File: src/rtl/exec_mc.sv
// Execute unit: single-cycle ALU plus a restoring divider that retires one
// quotient bit per clock, with a sticky halt state left only through reset.
module exec_mc #(
    parameter int WORD  = 32,
    parameter int W_RD  = 5,
    parameter int W_OPC = 3
) (
    input  logic             clk,
    input  logic             rst,
    input  logic             v_i,
    output logic             ready_o,
    input  logic [W_OPC-1:0] opc_i,
    input  logic [WORD-1:0]  src_i,
    input  logic [WORD-1:0]  dest_i,
    input  logic             wb_i,
    input  logic [W_RD-1:0]  rd_num_i,
    output logic             wb_o,
    output logic [W_RD-1:0]  rd_num_o,
    output logic [WORD-1:0]  rd_data_o,
    output logic [3:0]       status_o,
    output logic             busy_o,
    output logic             halted_o
);
    localparam int CW = $clog2(WORD) + 1;

    localparam logic [W_OPC-1:0] OP_ADD  = 3'd0;
    localparam logic [W_OPC-1:0] OP_SUB  = 3'd1;
    localparam logic [W_OPC-1:0] OP_AND  = 3'd2;
    localparam logic [W_OPC-1:0] OP_OR   = 3'd3;
    localparam logic [W_OPC-1:0] OP_XOR  = 3'd4;
    localparam logic [W_OPC-1:0] OP_SLT  = 3'd5;
    localparam logic [W_OPC-1:0] OP_DIV  = 3'd6;
    localparam logic [W_OPC-1:0] OP_HALT = 3'd7;

    typedef enum logic [1:0] {S_IDLE = 2'd0, S_DIV = 2'd1, S_HALT = 2'd2} state_e;

    state_e            state_q, state_d;
    logic              wb_q, wb_d;
    logic [W_RD-1:0]   rd_num_q, rd_num_d;
    logic [WORD-1:0]   rd_data_q, rd_data_d;
    logic [3:0]        status_q, status_d;
    logic              busy_q, busy_d;
    logic              halted_q, halted_d;
    logic              div_wb_q, div_wb_d;
    logic [W_RD-1:0]   div_rd_q, div_rd_d;
    logic [WORD-1:0]   quo_q, quo_d;
    logic [WORD-1:0]   rem_q, rem_d;
    logic [WORD-1:0]   dvs_q, dvs_d;
    logic [CW-1:0]     cnt_q, cnt_d;

    logic [WORD:0]     sum_s, diff_s, shift_s;
    logic [WORD-1:0]   alu_res_s, rem_next_s, quo_next_s;
    logic              alu_c_s, alu_v_s, ge_s;

    // {Z,C,N,V} from a result and the operation-specific carry/overflow bits
    function automatic logic [3:0] mk_flags(input logic [WORD-1:0] r, input logic c, input logic v);
        return {(r == {WORD{1'b0}}), c, r[WORD-1], v};
    endfunction

    assign ready_o   = ~busy_q & ~halted_q;
    assign wb_o      = wb_q;
    assign rd_num_o  = rd_num_q;
    assign rd_data_o = rd_data_q;
    assign status_o  = status_q;
    assign busy_o    = busy_q;
    assign halted_o  = halted_q;

    // Single-cycle ALU result and flags; DIV here covers only the divide-by-zero case
    always_comb begin
        sum_s     = {1'b0, dest_i} + {1'b0, src_i};
        diff_s    = {1'b0, dest_i} - {1'b0, src_i};
        alu_res_s = {WORD{1'b0}};
        alu_c_s   = 1'b0;
        alu_v_s   = 1'b0;
        case (opc_i)
            OP_ADD: begin
                alu_res_s = sum_s[WORD-1:0];
                alu_c_s   = sum_s[WORD];
                alu_v_s   = (dest_i[WORD-1] == src_i[WORD-1]) && (sum_s[WORD-1] != dest_i[WORD-1]);
            end
            OP_SUB: begin
                alu_res_s = diff_s[WORD-1:0];
                alu_c_s   = diff_s[WORD];
                alu_v_s   = (dest_i[WORD-1] != src_i[WORD-1]) && (diff_s[WORD-1] != dest_i[WORD-1]);
            end
            OP_AND:  alu_res_s = dest_i & src_i;
            OP_OR:   alu_res_s = dest_i | src_i;
            OP_XOR:  alu_res_s = dest_i ^ src_i;
            OP_SLT:  alu_res_s = {{(WORD-1){1'b0}}, ($signed(dest_i) < $signed(src_i))};
            OP_DIV: begin
                alu_res_s = {WORD{1'b1}};
                alu_v_s   = 1'b1;
            end
            default: alu_res_s = {WORD{1'b0}};
        endcase
    end

    // One restoring-division step: shift in the next dividend bit, subtract if it fits
    always_comb begin
        shift_s = {rem_q, quo_q[WORD-1]};
        ge_s    = (shift_s >= {1'b0, dvs_q});
        if (ge_s) begin
            rem_next_s = shift_s[WORD-1:0] - dvs_q;
        end else begin
            rem_next_s = shift_s[WORD-1:0];
        end
        quo_next_s = {quo_q[WORD-2:0], ge_s};
    end

    // Next-state and registered-output logic for IDLE / DIV / HALT
    always_comb begin
        state_d  = state_q;
        wb_d     = 1'b0;
        rd_num_d = rd_num_q;
        rd_data_d = rd_data_q;
        status_d = status_q;
        busy_d   = busy_q;
        halted_d = halted_q;
        div_wb_d = div_wb_q;
        div_rd_d = div_rd_q;
        quo_d    = quo_q;
        rem_d    = rem_q;
        dvs_d    = dvs_q;
        cnt_d    = cnt_q;
        case (state_q)
            S_IDLE: begin
                if (v_i && ready_o) begin
                    if (opc_i == OP_HALT) begin
                        state_d  = S_HALT;
                        halted_d = 1'b1;
                    end else if ((opc_i == OP_DIV) && (src_i != {WORD{1'b0}})) begin
                        state_d  = S_DIV;
                        busy_d   = 1'b1;
                        quo_d    = dest_i;
                        rem_d    = {WORD{1'b0}};
                        dvs_d    = src_i;
                        cnt_d    = {CW{1'b0}};
                        div_wb_d = wb_i;
                        div_rd_d = rd_num_i;
                    end else begin
                        wb_d      = wb_i;
                        rd_num_d  = rd_num_i;
                        rd_data_d = alu_res_s;
                        status_d  = mk_flags(alu_res_s, alu_c_s, alu_v_s);
                    end
                end else begin
                    state_d = S_IDLE;
                end
            end
            S_DIV: begin
                quo_d = quo_next_s;
                rem_d = rem_next_s;
                cnt_d = cnt_q + CW'(1);
                // Last quotient bit goes straight to the result so ready rises with wb_o
                if (cnt_q == CW'(WORD - 1)) begin
                    state_d   = S_IDLE;
                    busy_d    = 1'b0;
                    wb_d      = div_wb_q;
                    rd_num_d  = div_rd_q;
                    rd_data_d = quo_next_s;
                    status_d  = mk_flags(quo_next_s, 1'b0, 1'b0);
                end else begin
                    state_d = S_DIV;
                end
            end
            S_HALT:  state_d = S_HALT;
            default: state_d = S_IDLE;
        endcase
    end

    // State and output registers, cleared asynchronously by rst
    always_ff @(posedge clk or negedge rst) begin
        if (!rst) begin
            state_q   <= S_IDLE;
            wb_q      <= 1'b0;
            rd_num_q  <= {W_RD{1'b0}};
            rd_data_q <= {WORD{1'b0}};
            status_q  <= 4'b0000;
            busy_q    <= 1'b0;
            halted_q  <= 1'b0;
            div_wb_q  <= 1'b0;
            div_rd_q  <= {W_RD{1'b0}};
            quo_q     <= {WORD{1'b0}};
            rem_q     <= {WORD{1'b0}};
            dvs_q     <= {WORD{1'b0}};
            cnt_q     <= {CW{1'b0}};
        end else begin
            state_q   <= state_d;
            wb_q      <= wb_d;
            rd_num_q  <= rd_num_d;
            rd_data_q <= rd_data_d;
            status_q  <= status_d;
            busy_q    <= busy_d;
            halted_q  <= halted_d;
            div_wb_q  <= div_wb_d;
            div_rd_q  <= div_rd_d;
            quo_q     <= quo_d;
            rem_q     <= rem_d;
            dvs_q     <= dvs_d;
            cnt_q     <= cnt_d;
        end
    end
endmodule

File: config.mk
export PLATFORM = sky130hd
export DESIGN_NAME = exec_mc
export DESIGN_NICKNAME = d
export VERILOG_FILES = /design/src/rtl/exec_mc.sv
export SDC_FILE = /design/constraint.sdc
export NUM_CORES = 1
export LEC_CHECK = 0
export BUFFER_PORTS_ARGS = -buffer_cell sky130_fd_sc_hd__buf_2
export CORE_MARGIN = 5
export CORE_UTILIZATION = 45
export CTS_BUF_LIST = sky130_fd_sc_hd__clkbuf_8
export CTS_CLUSTER_SIZE = 28
export DETAILED_ROUTE_END_ITERATION = 10
export GPL_TIMING_DRIVEN = 0
export PLACE_DENSITY = 0.74
export SETUP_SLACK_MARGIN = 0.1
export SYNTH_ARGS = -nofsm -noshare
export SYNTH_HDL_FRONTEND = slang
export SYNTH_SLANG_ARGS = --single-unit
File: constraint.sdc
create_clock -name clk -period 3.1 [get_ports clk]
set_input_delay 0.62 -clock clk [delete_from_list [all_inputs] [get_ports clk]]
set_output_delay 0.62 -clock clk [all_outputs]
set_load 0.02 [all_outputs]
* After elaboration in Yosys (flattened, before gate mapping) *
Index checks and enable logic that the tools add are counted.

word-level totals
  bits in registers = 154
  input port bits = 76
  output and inout bits = 45
  logic and storage cells = 107

operators by class
  add/sub/neg operators = 4
  $lt $le $gt $ge = 2
  eq/ne operators = 20
  multiplexer cells = 46
  bitwise logic cells = 7
  reduce and logical (&&, ||, !) cells = 15

operator list
  operator              count
  $mux W32              11
  $pmux W32 S7          1
  $pmux W32 S2          3
  $logic_not A32 Y1     2
  $add A32 B32 Y33      1
  $ge A33 B32 Y1        1
  $sub A32 B32 Y33      1
  $and A32 B32 Y32      1
  $lt A32 B32 Y1        1
  $or A32 B32 Y32       1
  $reduce_bool A32 Y1   1
  $sub A32 B32 Y32      1
  $xor A32 B32 Y32      1
  $mux W5               4
  $mux W6               3
  $mux W4               4
  $eq A3 B3 Y1 const B  4
  $pmux W6 S2           1
  $ne A2 B2 Y1 const B  5
  $pmux W5 S2           1
  $reduce_and A5 Y1     2
  $mux W1               9
  $pmux W4 S2           1
  $reduce_and A4 Y1     2
  20 further kinds      32

* Longest topological paths before layout *
  depth after elaboration = 8
  gate-level depth with buffers = 16
  mapped depth without buffers = 15

* Worst setup path before layout *
No wires, ideal clock.

  path kind = input to register
  start = input src_i[0]
  end = register status_q[3] (netlist: status_o[3])
  setup time = 0.066 ns
  data arrival time = 3.376 ns
  required time = 3.034 ns
  path slack = -0.342 ns
  stages = 14
  path buffers = 0
  cells stage by stage = ha_1 fa_1 a211oi_1 o21ai_1 a31o_2 a21oi_4 a31oi_1 a211oi_1 nor3b_1 a41oi_1 nand4b_1 nor4_1 nand4_1 nand2_1

between the ends
  longest elaborated chain between the ends = 7
  elaborated cells between the ends (all ways) = 16
  those cells by class = 2 x add/sub; 1 x order compare; 1 x eq/ne; 5 x mux; 3 x bitwise; 4 x reduce/logical

ends and longest elaborated chain
  item                                      RTL line  source
  start, declared                           13        input logic [WORD-1:0] src_i,
  $sub A32 B32 Y33 (tied with other cells)  71        diff_s = {1'b0, dest_i} - {1'b0, src_i};
  $pmux W32 S7                              75        case (opc_i)
  $logic_not A32 Y1                         57        return {(r == {WORD{1'b0}}), c, r[WORD-1], v};
  $mux W4                                   131       end else if ((opc_i == OP_DIV) && (src_i != {WORD{1'b0}})) begin
  $mux W4                                   128       if (opc_i == OP_HALT) begin
  $mux W4                                   127       if (v_i && ready_o) begin
  $pmux W4 S2                               125       case (state_q)
  end signal, assigned                      192       status_q <= status_d;
  end, declared                             41        logic [3:0] status_q, status_d;

Several ways; a longest one is shown, not always the timed one. The select of a mux whose other input is x is not followed.
A chain may end at the register's enable or synchronous reset.

* Final worst setup path *
  start = input dest_i[0]
  end = register status_q[3] (netlist: status_o[3])

between the ends
  longest elaborated chain between the ends = 7
  elaborated cells between the ends (all ways) = 12
  those cells by class = 2 x add/sub; 1 x order compare; 5 x mux; 3 x bitwise; 1 x reduce/logical

ends and longest elaborated chain
  item                                      RTL line  source
  start, declared                           14        input logic [WORD-1:0] dest_i,
  $sub A32 B32 Y33 (tied with other cells)  71
  $pmux W32 S7 *                            75
  $logic_not A32 Y1 *                       57
  $mux W4 *                                 131
  $mux W4 *                                 128
  $mux W4 *                                 127
  $pmux W4 S2 *                             125

Mark *: on every way between the ends. The rest lies on a longest branch, timed or not. The select of a mux whose other input is x is not followed.

==> out/summary.txt <==
Status - finished with violations
Failing checks - negative setup slack
Clk_lat worst skew - 0.48 ns
Sequential share of the synthesized area - 0.263
Leakage power - 8.41 nW
Fillers - 2818
Post-synth top cells - 249 x nand2_1, 183 x nor2_1, 153 x a21oi_1, 153 x dfrtp_1, 149 x o21ai_0
Asr flop ratio synth - 1.00
Core Box Area - 31700 um^2
Initial antenna violation count - 1
CP Launch Type - primary input
Chip Width - 190 um
Crit path time final - 3.50 ns
Final Cycle Share - 1.13
Final net count - 2377
Final GP Congestion - 1.03
Actual slew at the worst max-slew pin - 0.916 ns
Top FF cell, synth - dfrtp_1
Fmax - 0.286 GHz
Area leader, netlist - dfrtp_1
Skew final - 0.0169 ns
Arr. time, crit path - 3.92 ns
1st-iter DRT viols - 2167
Drt wl/cell - 24.6 um
Clk slew on worst S/H paths - 0.09 ns
Hold crit path type - in -> async
Max Slew Vio Count - 0
PwrDens - 762 nW/um^2
Die area - 36000 um^2
TritonCTS clock tree - done
Worst r2r dst - rd_data_o[0]
Kind of critical path - in -> reg
Vias in the first global route - 15800
Chip height - 190 um
Initial Util - 0.459
Post-DP HPWL - 46800 um
Yosys reg bits - 153
Largest net degree at the start of global routing - 81
Clock buffer count from CTS - 17
Path depth of the worst reg2reg path - 15
Final worst slack - -0.396 ns
Largest cells by area after synthesis - dfrtp_1 26%, ha_1 13%, nand2_1 6.4%
Clock Sinks - 153
Final core utilization - 0.598
Crit path capture type - register
Final setup fails - 8
Core Rows - 65
Synth warnings - 0
Syn Nets - 2149
CP max FO - 5
Routed vias - 16900
First-pass GRT wire length - 93100 um
Top-area cell type share of the netlist area - 0.263
Fraction of layout cells with a size suffix above 1 - 0.270
R2R Path Start - dvs_q[11]
Max cap viols - 0
DRT antenna net count - 0
RSZ-0062 raised after global routing - true
Number of detailed-route iterations in the first pass - 6
FF-to-FF setup slack - -0.01 ns
Setup tns final - -1.02 ns
CTS H-tree depth - 4
Grt ovf - 0
DRC viols - 0
GRT Total Usage - 0.331
Crit path required time - 3.52 ns
Routed WL - 63200 um
Unique masters post-synth - 87
Vias per Instance - 6.57
Syn Std Cell Area - 14600 um^2
Slew HR - 0.387
Clk root buf - clkbuf_8
Syn_area_per_cell - 7.56 um^2
Area Overhead vs Synth - 30.3%
Post-Syn Instances - 1924
IO buf count - 119
Clock tree buffer depth - 2
Top-count cell post-synth - nand2_1
Ports - 121
Post-synth EDFFs - 0
Hold Vio Cnt, Final - 0
Peak supply drop - 0.446 mV
==> cell type report <==
type,count,area [um^2],area share
timing repair buffer,213,1670,0.0881
buffer,111,697,0.0367
clock inverter,12,103,0.00541
multi-input combinational,1519,11400,0.599
sequential,153,3830,0.202
inverter,137,557,0.0294
clock buffer,18,248,0.0131
antenna,2,5.00,0.000264
tap,402,503,0.0265
==> power by group <==
part           total, mW  internal, mW  switching [mW]
registers           3.67          2.91           0.754
logic               9.34          3.92            5.41
clock network       1.45         0.644           0.806
total               14.5          7.48            6.97
==> sequential cells by signal, summed over array words and instances, names as in the netlist <==
signal	cells
dvs_q	32
wb_o	1
rd_num_o	5
div_wb_q	1
cnt_q	6
status_o	4
div_rd_q	5
rem_q	32
state_q	2
busy_o	1
quo_q	32
rd_data_o	31
halted_o	1
==> kinds of logic (layout without fill, tap and decap cells) <==
kind of cell | after synthesis | after routing | share of synthesized area
AOI/OAI and AO/OA | 641 | 641 | 0.290
xor gates and xnor gates | 33 | 33 | 0.0199
adders and majority gates | 149 | 149 | 0.130
buffers and inverters | 252 | 491 | 0.0683
DFF | 153 | 153 | 0.263
muxes | 27 | 27 | 0.0186
other | 0 | 2 | 0
and+or+nand+nor | 669 | 669 | 0.211
==> placed cells by master (no fill, tap or decap), drive strengths merged, types with 37 or more instances in the layout <==
cell type	count
nand2	249
nor2	183
nor3	43
inv	141
ha	146
a21o	51
clkbuf	106
a31oi	58
nand3	37
o21ai	154
dfrtp	153
buf	236
a21oi	155
==> per-layer routing <==
layer / global-route usage / vias up / wire, um / share of wire
met5: 0 / - / 0 / 0
met4: 0.162 / 0 / 4140 / 0.066
met3: 0.0617 / 273 / 6900 / 0.11
met2: 0.493 / 1132 / 26500 / 0.42
met1: 0.462 / 8065 / 25600 / 0.41
li1: - / 7395 / - / -
==> metrics by stage <==
step	total power [mW]	area, um^2	std cells	setup WS, ns	hold slack [ns]
floorplan	8.57	14700	1924	-0.158	0.324
global placement	10.5	15800	2445	-1.68	0.456
detailed placement	10.7	15900	2446	-1.68	0.463
CTS	12.9	17800	2531	-0.240	0.212
global route	15.3	19000	2566	-0.555	0.237
finish	14.5	19000	2567	-0.396	0.189
==> worst max-delay path: stages <==
cell      delay [ns]
buf_8           0.11
ha_4            0.16
fa_2            0.39
a211oi_4        0.27
buf_4           0.17
o21ai_1         0.07
a31o_4          0.30
a311oi_2        0.29
o211ai_1        0.16
o31ai_2         0.25
buf_4           0.18
nand3_4         0.11
nor4_4          0.22
nand4_1         0.17
nor4_2          0.23
nand4_1         0.11
nand2_1         0.07
==> how the worst max path moves through the flow <==
stage,startpoint,end,depth (start not counted)
final,dest_i[0],status_o[3],17
after global routing,dest_i[0],status_o[3],17
after CTS,dest_i[0],status_o[3],16
after detailed placement,opc_i[0],status_o[3],14
after global placement,opc_i[0],status_o[3],14
after floorplan,dest_i[1],status_o[3],14
==> what timing repair did <==
action | in CTS | in global routing
hold buffers | 0 | 0
buffers inserted | 59 | 31
pin swaps | 84 | 86
resized for setup | 284 | 266
gates cloned | 0 | 4
endpoints found under the setup margin | 94 | 106
No activity file was read; power rests on OpenSTA's default activity.
